--- config.mk ---
export PLATFORM = sky130hd
export DESIGN_NAME = video_chan_select
export DESIGN_NICKNAME = d
export VERILOG_FILES = /design/src/rtl/video_chan_select.sv
export SDC_FILE = /design/constraint.sdc
export NUM_CORES = 1
export LEC_CHECK = 0
export BUFFER_PORTS_ARGS = -buffer_cell sky130_fd_sc_hd__buf_2
export CAP_MARGIN = 20
export CORE_ASPECT_RATIO = 0.6
export CORE_UTILIZATION = 45
export DETAILED_ROUTE_END_ITERATION = 16
export HOLD_SLACK_MARGIN = 0.05
export RECOVER_POWER = 50
export SLEW_MARGIN = 20
export SYNTH_ARGS = -nofsm -noshare
export SYNTH_HDL_FRONTEND = slang
export SYNTH_SLANG_ARGS = --single-unit
--- constraint.sdc ---
create_clock -name clk -period 3.05 [get_ports clk]
set_input_delay 0.305 -clock clk [delete_from_list [all_inputs] [get_ports clk]]
set_output_delay 0.305 -clock clk [all_outputs]
set_load 0.02 [all_outputs]
--- src/rtl/video_chan_select.sv ---
// Per-range-cell channel selector: picks one of NCH thresholded video streams from a zone table,
// delays the matching adc_done strobe and counts per-sweep hits. Optional macro: VCS_ZONE_HYST_EN.
module video_chan_select #(
    parameter int NCH = 4,
    parameter int CW  = 2,
    parameter int RW  = 10,
    parameter int NZ  = 4,
    parameter int ZW  = 2,
    parameter int DLY = 3
) (
    input  logic           clk,
    input  logic           reset,
    input  logic           pros,
    input  logic [RW-1:0]  range,
    input  logic [NCH-1:0] bits,
    input  logic [NCH-1:0] adc_done,
    input  logic           sim_bit,
    input  logic           cfg_we,
    input  logic [ZW-1:0]  cfg_zone,
    input  logic [RW-1:0]  cfg_bound,
    input  logic [CW-1:0]  cfg_ch,
    input  logic [1:0]     mode,
    input  logic [CW-1:0]  man_ch,
    output logic           bit_out,
    output logic           done_out,
    output logic [CW-1:0]  cur_ch,
    output logic [15:0]    hit_cnt,
    output logic           hit_valid
);

    localparam logic [CW:0] NCH_L = (CW+1)'(NCH);
    localparam logic [ZW:0] NZ_L  = (ZW+1)'(NZ);

    // Channel indices beyond the populated inputs fall back to channel 0
    function automatic logic [CW-1:0] safe_ch(input logic [CW-1:0] c);
        return ({1'b0, c} < NCH_L) ? c : '0;
    endfunction

    logic           p1_q, p1_d, p2_q, p2_d, bnd;
    logic [RW-1:0]  sh_bound_q [NZ];
    logic [RW-1:0]  sh_bound_d [NZ];
    logic [CW-1:0]  sh_ch_q    [NZ];
    logic [CW-1:0]  sh_ch_d    [NZ];
    logic [RW-1:0]  act_bound_q [NZ];
    logic [RW-1:0]  act_bound_d [NZ];
    logic [CW-1:0]  act_ch_q    [NZ];
    logic [CW-1:0]  act_ch_d    [NZ];
    logic [1:0]     sh_mode_q, sh_mode_d, act_mode_q, act_mode_d;
    logic [CW-1:0]  sh_man_q, sh_man_d, act_man_q, act_man_d;
    logic [CW-1:0]  zone_ch, zone_sel, raw_sel, sel_ch;
    logic [CW-1:0]  cur_ch_q, cur_ch_d;
    logic [DLY-1:0] bit_pipe_q, bit_pipe_d, done_pipe_q, done_pipe_d;
    logic           bit_sel, done_sel, hit;
    logic [15:0]    cnt_q, cnt_d, cnt_inc, hit_cnt_q, hit_cnt_d;
    logic           hit_valid_q, hit_valid_d;

    assign p1_d = pros;
    assign p2_d = p1_q;
    assign bnd  = p2_q & ~p1_q;

    // Shadow set is written freely; the active set only changes at a sweep boundary
    always_comb begin
        sh_bound_d  = sh_bound_q;
        sh_ch_d     = sh_ch_q;
        sh_mode_d   = mode;
        sh_man_d    = man_ch;
        act_bound_d = act_bound_q;
        act_ch_d    = act_ch_q;
        act_mode_d  = act_mode_q;
        act_man_d   = act_man_q;
        if (cfg_we && ({1'b0, cfg_zone} < NZ_L)) begin
            sh_bound_d[cfg_zone] = cfg_bound;
            sh_ch_d[cfg_zone]    = cfg_ch;
        end
        if (bnd) begin
            act_bound_d = sh_bound_q;
            act_ch_d    = sh_ch_q;
            act_mode_d  = sh_mode_q;
            act_man_d   = sh_man_q;
        end
    end

    // Lowest matching zone wins, so scan from the top down
    always_comb begin
        zone_ch = act_ch_q[NZ-1];
        for (int z = NZ - 1; z >= 0; z--) begin
            if (range < act_bound_q[z]) begin
                zone_ch = act_ch_q[z];
            end
        end
    end

`ifdef VCS_ZONE_HYST_EN
    logic [CW-1:0] hold_q, hold_d, cand_q, cand_d;
    logic          hvalid_q, hvalid_d, cvalid_q, cvalid_d, hyst_strobe;

    assign zone_sel    = hvalid_q ? hold_q : zone_ch;
    assign hyst_strobe = adc_done[safe_ch(zone_sel)];

    // A new zone channel must be seen on two consecutive selected strobes before it is adopted
    always_comb begin
        hold_d   = hold_q;
        cand_d   = cand_q;
        hvalid_d = hvalid_q;
        cvalid_d = cvalid_q;
        if (act_mode_q == 2'd1) begin
            if (!hvalid_q) begin
                hold_d   = zone_ch;
                hvalid_d = 1'b1;
                cvalid_d = 1'b0;
            end else if (hyst_strobe) begin
                if (zone_ch == hold_q) begin
                    cvalid_d = 1'b0;
                end else if (cvalid_q && (cand_q == zone_ch)) begin
                    hold_d   = zone_ch;
                    cvalid_d = 1'b0;
                end else begin
                    cand_d   = zone_ch;
                    cvalid_d = 1'b1;
                end
            end
        end
        if (bnd) begin
            hvalid_d = 1'b0;
            cvalid_d = 1'b0;
        end
    end

    always_ff @(posedge clk or negedge reset) begin
        if (!reset) begin
            hold_q   <= '0;
            cand_q   <= '0;
            hvalid_q <= 1'b0;
            cvalid_q <= 1'b0;
        end else begin
            hold_q   <= hold_d;
            cand_q   <= cand_d;
            hvalid_q <= hvalid_d;
            cvalid_q <= cvalid_d;
        end
    end
`else
    assign zone_sel = zone_ch;
`endif

    always_comb begin
        raw_sel = (act_mode_q == 2'd1) ? zone_sel : act_man_q;
        sel_ch  = safe_ch(raw_sel);
        bit_sel  = (act_mode_q == 2'd2) ? sim_bit : bits[sel_ch];
        done_sel = adc_done[sel_ch];
        cur_ch_d = sel_ch;
    end

    // The bit travels alongside its strobe so the hit test sees the bit latched at that strobe
    always_comb begin
        bit_pipe_d     = bit_pipe_q << 1;
        bit_pipe_d[0]  = bit_sel;
        done_pipe_d    = done_pipe_q << 1;
        done_pipe_d[0] = done_sel;
        hit            = done_pipe_q[DLY-1] & bit_pipe_q[DLY-1];
        cnt_inc        = (hit && (cnt_q != 16'hFFFF)) ? cnt_q + 16'd1 : cnt_q;
        if (bnd) begin
            hit_cnt_d   = cnt_inc;
            hit_valid_d = 1'b1;
            cnt_d       = '0;
        end else begin
            hit_cnt_d   = hit_cnt_q;
            hit_valid_d = 1'b0;
            cnt_d       = cnt_inc;
        end
    end

    always_ff @(posedge clk or negedge reset) begin
        if (!reset) begin
            p1_q        <= 1'b0;
            p2_q        <= 1'b0;
            for (int z = 0; z < NZ; z++) begin
                sh_bound_q[z]  <= '1;
                sh_ch_q[z]     <= '0;
                act_bound_q[z] <= '1;
                act_ch_q[z]    <= '0;
            end
            sh_mode_q   <= '0;
            sh_man_q    <= '0;
            act_mode_q  <= '0;
            act_man_q   <= '0;
            cur_ch_q    <= '0;
            bit_pipe_q  <= '0;
            done_pipe_q <= '0;
            cnt_q       <= '0;
            hit_cnt_q   <= '0;
            hit_valid_q <= 1'b0;
        end else begin
            p1_q        <= p1_d;
            p2_q        <= p2_d;
            sh_bound_q  <= sh_bound_d;
            sh_ch_q     <= sh_ch_d;
            act_bound_q <= act_bound_d;
            act_ch_q    <= act_ch_d;
            sh_mode_q   <= sh_mode_d;
            sh_man_q    <= sh_man_d;
            act_mode_q  <= act_mode_d;
            act_man_q   <= act_man_d;
            cur_ch_q    <= cur_ch_d;
            bit_pipe_q  <= bit_pipe_d;
            done_pipe_q <= done_pipe_d;
            cnt_q       <= cnt_d;
            hit_cnt_q   <= hit_cnt_d;
            hit_valid_q <= hit_valid_d;
        end
    end

    assign bit_out   = bit_pipe_q[0];
    assign done_out  = done_pipe_q[DLY-1];
    assign cur_ch    = cur_ch_q;
    assign hit_cnt   = hit_cnt_q;
    assign hit_valid = hit_valid_q;

endmodule

# Word level (Yosys, flattened, before mapping)
# Index checks and enable logic that the tools add are counted.
[totals] mem_count=0 latch_bits=0 mem_bits_ro=0 wordCells=61 output_inout_bits=21 ramBits=0 reg_bits=137 in_bits=41
[op_classes] n_eq_ne=3 add_sub_neg=1 div_mod_pow=0 shifts=0 mul=0 n_lt_le_gt_ge=6 reduce_logical=2 bitwise=4 n_mux=18
[op_table] operator="40-bit bitwise mux" count=1
[op_table] operator="16-bit 2-to-1 mux" count=2
[op_table] operator="10-bit < comparator" count=3
[op_table] operator="10-bit demux with 2-bit select" count=1
[op_table] operator="16-bit by 1-bit adder with 16-bit output, second input constant" count=1
[op_table] operator="16-bit inequality test, second input constant" count=1
[op_table] operator="10-bit 2-to-1 mux" count=1
[op_table] operator="2-bit 2-to-1 mux" count=5
[op_table] operator="8-bit bitwise mux" count=1
[op_table] operator="1-bit binary-select mux with 2-bit select" count=2
[op_table] operator="2-bit demux with 2-bit select" count=1
[op_table] operator="1-bit 2-to-1 mux" count=4
[op_table] operator="3-bit >= comparator, second input constant" count=1
[op_table] operator="2-bit by 3-bit < comparator with 1-bit output, second input constant" count=1
[op_table] operator="3-bit by 1-bit < comparator with 1-bit output, second input constant" count=1
[op_table] operator="2-bit inverter with 3-bit output" count=1
[op_table] operator="1-bit bitwise AND" count=2
[op_table] operator="2-bit by 1-bit == test with 1-bit output, second input constant" count=1
[op_table] operator="2-bit == test, second input constant" count=1
[op_table] operator="1-bit logical AND" count=2
[op_table] operator="1-bit inverter" count=1

# Depth between registers and ports, before layout
[depth] depth_word=8 ltp_mapped=10 depth_no_buf=10

# Worst setup path after synthesis
# No wires, ideal clock.
[synth_path] path_kind="register to register" startpoint="register act_bound_q[23] (netlist name)" endpoint="register bit_pipe_q[0]" required_ns=2.908 setup_slack_ns=0.688 period_less_slack_ns=2.362 n_path_buf=0 arrival_time_ns=2.220 path_stages_with_launch=11 setup_ns=0.142 cell_sequence="dfstp_2 -> inv_1 -> ha_1 -> a21o_1 -> a21oi_1 -> o221ai_1 -> a21o_1 -> a311oi_2 -> nor3_1 -> nor4_1 -> a311oi_1"
[synth_via] elab_chain_cells=7
[synth_rtl] item="from (decl)" line_no="44" text="logic [RW-1:0] act_bound_q [NZ];"
[synth_rtl] item="from (signal assigned)" line_no="198" text="act_bound_q <= act_bound_d;"
[synth_rtl] item="10-bit < comparator" line_no="87" text="if (range < act_bound_q[z]) begin"
[synth_rtl] item="2-bit 2-to-1 mux (2 in series)" line_no="87"
[synth_rtl] item="2-bit 2-to-1 mux" line_no="147" text="raw_sel = (act_mode_q == 2'd1) ? zone_sel : act_man_q;"
[synth_rtl] item="1-bit binary-select mux with 2-bit select" line_no="149" text="bit_sel = (act_mode_q == 2'd2) ? sim_bit : bits[sel_ch];"
[synth_rtl] item="1-bit 2-to-1 mux (implied by the code)" line_no="149"
[synth_rtl] item="1-bit 2-to-1 mux" line_no="149"
[synth_rtl] item="net bit_sel" line_no="53" text="logic bit_sel, done_sel, hit;"
[synth_rtl] item="to (signal assigned)" line_no="205" text="bit_pipe_q <= bit_pipe_d;"
[synth_rtl] item="to (decl)" line_no="52" text="logic [DLY-1:0] bit_pipe_q, bit_pipe_d, done_pipe_q, done_pipe_d;"
# The timed path passes the listed nets, and every way through them passes these cells. The select of a mux whose other input is x is not followed.
# A chain may end at the register's enable or synchronous reset.

# Worst setup path in the final report
[layout_path] startpoint="register act_bound_q[23] (netlist name)" endpoint="register done_pipe_q[0]"
[layout_via] elab_chain_cells=6
[layout_rtl] item="10-bit < comparator" line_no="87"
[layout_rtl] item="2-bit 2-to-1 mux (2 in series)" line_no="87"
[layout_rtl] item="2-bit 2-to-1 mux" line_no="147"
[layout_rtl] item="net cur_ch_d[0]" line_no="51" text="logic [CW-1:0] cur_ch_q, cur_ch_d;"
[layout_rtl] item="1-bit binary-select mux with 2-bit select" line_no="150" text="done_sel = adc_done[sel_ch];"
[layout_rtl] item="1-bit 2-to-1 mux (implied by the code)" line_no="150"
[layout_rtl] item="net done_sel" line_no="53"
[layout_rtl] item="to (signal assigned)" line_no="206" text="done_pipe_q <= done_pipe_d;"
[layout_rtl] item="to (decl)" line_no="52"
# The timed path passes the listed nets, and every way through them passes these cells. The select of a mux whose other input is x is not followed.

==> flow_summary.ini <==
[outcome]
status = finished clean

[logic_synthesis]
ys_types = 45
synth_top_cell_by_area = dfrtp_1
synthTopCellsByArea = dfrtp_1 29%, dfstp_2 28%, mux2_2 9.8%
syn_area_um2 = 5720
synth_edf_count = 0
syn_avg_cell_area_um2 = 11.5
synth.net_count = 566
yosysWarnings = 0
ys_seq_elements = 127
async_reset_ff_share_pct = 100
yosysTopAreaCellShare_pct = 29.3
ys.flop_type = dfrtp_1
synth_cells = 497
yosysMostFrequentCell = dfrtp_1
synth_commonest_cells = 67 x dfrtp_1, 60 x dfstp_2, 50 x mux2_2
synth.yosys.seq_area_share_pct = 56.9

[floorplanning]
die-area_um2 = 13200
core.rowCount = 31
start_util_pct = 46.8
pin_count = 62
die_w_um = 148
core_um2 = 12200
fp.dieH_um = 89.3

[placed_design]
io_buffers = 61
gp_congestion = 0.856
hpwl_mm = 8.43

[drt]
drc = 0
dr.pass1.iters = 4
routed_via_density = 5.01
routed_wl_mm = 11.8
wire_per_inst_um = 15.8
drt_iter0_drc = 213
via_count = 3744
antenna_left = 0

[worst_setup_path]
crit_type = reg2reg
cp-end-kind = flip-flop
worst_ep_arrival_time_ns = 2.99
path_max_fanout = 5
cp-start-kind = flip-flop
crit_required_ns = 3.38

[grt]
antenna_found_initial = 0
gr-total-overflow = 0
grt_pass1_wl_mm = 19.1
grt_max_degree = 53
grt_pass1_vias = 3628
gr-usage-all-layers_pct = 19.6

[clocking]
clkTransAtPathRegs_ns = 0.06
cts_tree = done
cts_buffers = 17
root_buffer = clkbuf_16
postCtsSetupRepairBufs = 0
cts.sinks = 127
htreeDepth = 4
cts_buffer_depth = 2
clkLatencyLatePin_ns = 0.41

[power]
power.density_nw_per_um2 = 746
vdd_drop_max_v = 0.000422
power.leakage_nw = 2.99

[sta]
slew_violations = 0
fmax_ghz = 0.377
min_period_over_period_pct = 87.1
fin_setup_tns_ns = 0
fin_crit_ns = 2.66
worstMarginPinSlew_ns = 1.30
setup_viol = 0
finClkSkew_ns = 0.00792
maxSlewHeadroom_pct = 13.4
hold_viol = 0
rsz0062_at_grt = no

[layout]
fin_util_pct = 55.6
n_antenna_cell = 0
fin_nets = 640
drive_above_1_share_pct = 33.1
area_growth_pct = 18.8

[job]
drv_cap = 0

[hold_path]
hold_path.class = in2reg
[logic make-up (layout without fill, tap and decap cells)]
kind of cell	Yosys count	count (layout)	share of synthesized area, %
DFF	127	127	56.9
and+or+nand+nor	126	126	10.6
AOI/OAI and AO/OA	90	90	9.53
muxes	56	56	10.9
buffers and inverters	55	141	3.74
adders and majority gates	28	28	6.12
xor gates and xnor gates	15	15	2.30
[cell usage in the layout (no fill, tap or decap), types with 2 or more instances in the layout]
| master | n |
|---|---|
| a21oi_1 | 25 |
| mux2i_1 | 6 |
| and3_2 | 2 |
| clkbuf_2 | 2 |
| ha_1 | 28 |
| clkbuf_16 | 17 |
| buf_2 | 38 |
| nand4_4 | 2 |
| a211oi_1 | 4 |
| dlygate4sd3_1 | 6 |
| dfrtp_1 | 67 |
| dfstp_2 | 60 |
| xor2_1 | 2 |
| nand3_1 | 7 |
| nand2b_1 | 5 |
| o21ai_1 | 2 |
| nor2_1 | 46 |
| o211ai_1 | 2 |
| bufinv_16 | 2 |
| mux2_2 | 50 |
| clkinv_2 | 5 |
| clkinvlp_4 | 3 |
| nand3b_1 | 2 |
| nand2_1 | 46 |
| o21ai_0 | 38 |
| inv_1 | 37 |
| nor2b_1 | 2 |
| nand4_1 | 3 |
| a21o_1 | 5 |
| clkbuf_1 | 26 |
| xnor2_1 | 13 |
| nor3_1 | 3 |
| a31oi_1 | 5 |
[critical path, cell delays in order (launching register included)]
cell and delay [ns]:
dfstp_2 0.52, inv_1 0.04, ha_1 0.28, a21o_1 0.18, a21oi_1 0.13, o221ai_1 0.22
a21o_1 0.25, a311oi_2 0.37, o21ai_0 0.14, o21ai_0 0.21, mux2i_1 0.22
[power by group]
part | switching, mW | leakage, nW | internal [mW] | total, mW
logic | 0.511 | 1.26 | 0.375 | 0.886
clock network | 0.716 | 0.272 | 1.21 | 1.92
registers | 0.159 | 1.46 | 2.10 | 2.26
total | 1.39 | 2.99 | 3.68 | 5.07
[routing by layer]
layer | up-vias | track usage (%) | routed length [um]
met4 | 0 | 6.19 | 118
met3 | 11 | 5.51 | 445
met2 | 57 | 26.1 | 4680
met5 | - | 0 | 0
li1 | 1850 | - | -
met1 | 1826 | 30.1 | 6590
[final timing paths]
check                                         endpoint  cells past startpoint  slack (ns)                        start
max in group asynchronous  act_bound_q[14]$_DFFE_PN1P_                      3        1.28                        reset
setup reg to reg              done_pipe_q[0]$_DFF_PN0_                     10        0.39  act_bound_q[23]$_DFFE_PN1P_
setup / recovery              done_pipe_q[0]$_DFF_PN0_                     10        0.39  act_bound_q[23]$_DFFE_PN1P_
hold / removal              sh_bound_q[24]$_DFFE_PN1P_                      2        0.15                 cfg_bound[4]
hold reg to reg                bit_pipe_q[2]$_DFF_PN0_                      0        0.35      bit_pipe_q[1]$_DFF_PN0_
min in group asynchronous          cnt_q[10]$_DFF_PN0_                      2        0.73                        reset
[registers in the layout, summed over array words and instances, names as in the netlist]
| signal | count |
|---|---|
| act_bound_q | 30 |
| act_ch_q | 8 |
| act_man_q | 2 |
| act_mode_q | 2 |
| bit_pipe_q | 3 |
| cnt_q | 16 |
| cur_ch | 2 |
| done_pipe_q | 3 |
| hit_cnt | 16 |
| hit_valid | 1 |
| p1_q | 1 |
| p2_q | 1 |
| sh_bound_q | 30 |
| sh_ch_q | 8 |
| sh_man_q | 2 |
| sh_mode_q | 2 |
[through the flow]
step | setup slack (ns) | power, mW | cell area [um2] | hold WS, ns | instances
6_report | 0.394 | 5.07 | 6800 | 0.154 | 748
3_5_place_dp | 0.431 | 3.18 | 6230 | 0.339 | 711
4_1_cts | 0.410 | 5.14 | 6850 | 0.138 | 748
2_1_floorplan | 0.688 | 2.86 | 5720 | 0.00941 | 497
5_1_grt | 0.242 | 5.34 | 6800 | 0.146 | 748
3_3_place_gp | 0.518 | 3.14 | 6230 | 0.335 | 711
[layout make-up]
type | count | area (um2)
inverters | 37 | 139
clock buffers | 19 | 443
well taps | 165 | 206
multi-input cells | 315 | 2250
flip-flops and latches | 127 | 3250
clock inverters | 12 | 120
fillers | 1066 | 5420
repair buffers | 73 | 382
[repair_timing]
item | in CTS | in global routing
hold endpoints to repair | 44 | 0
resized for setup | 0 | 0
hold buffers | 6 | 0
No activity file was read; power rests on OpenSTA's default activity.
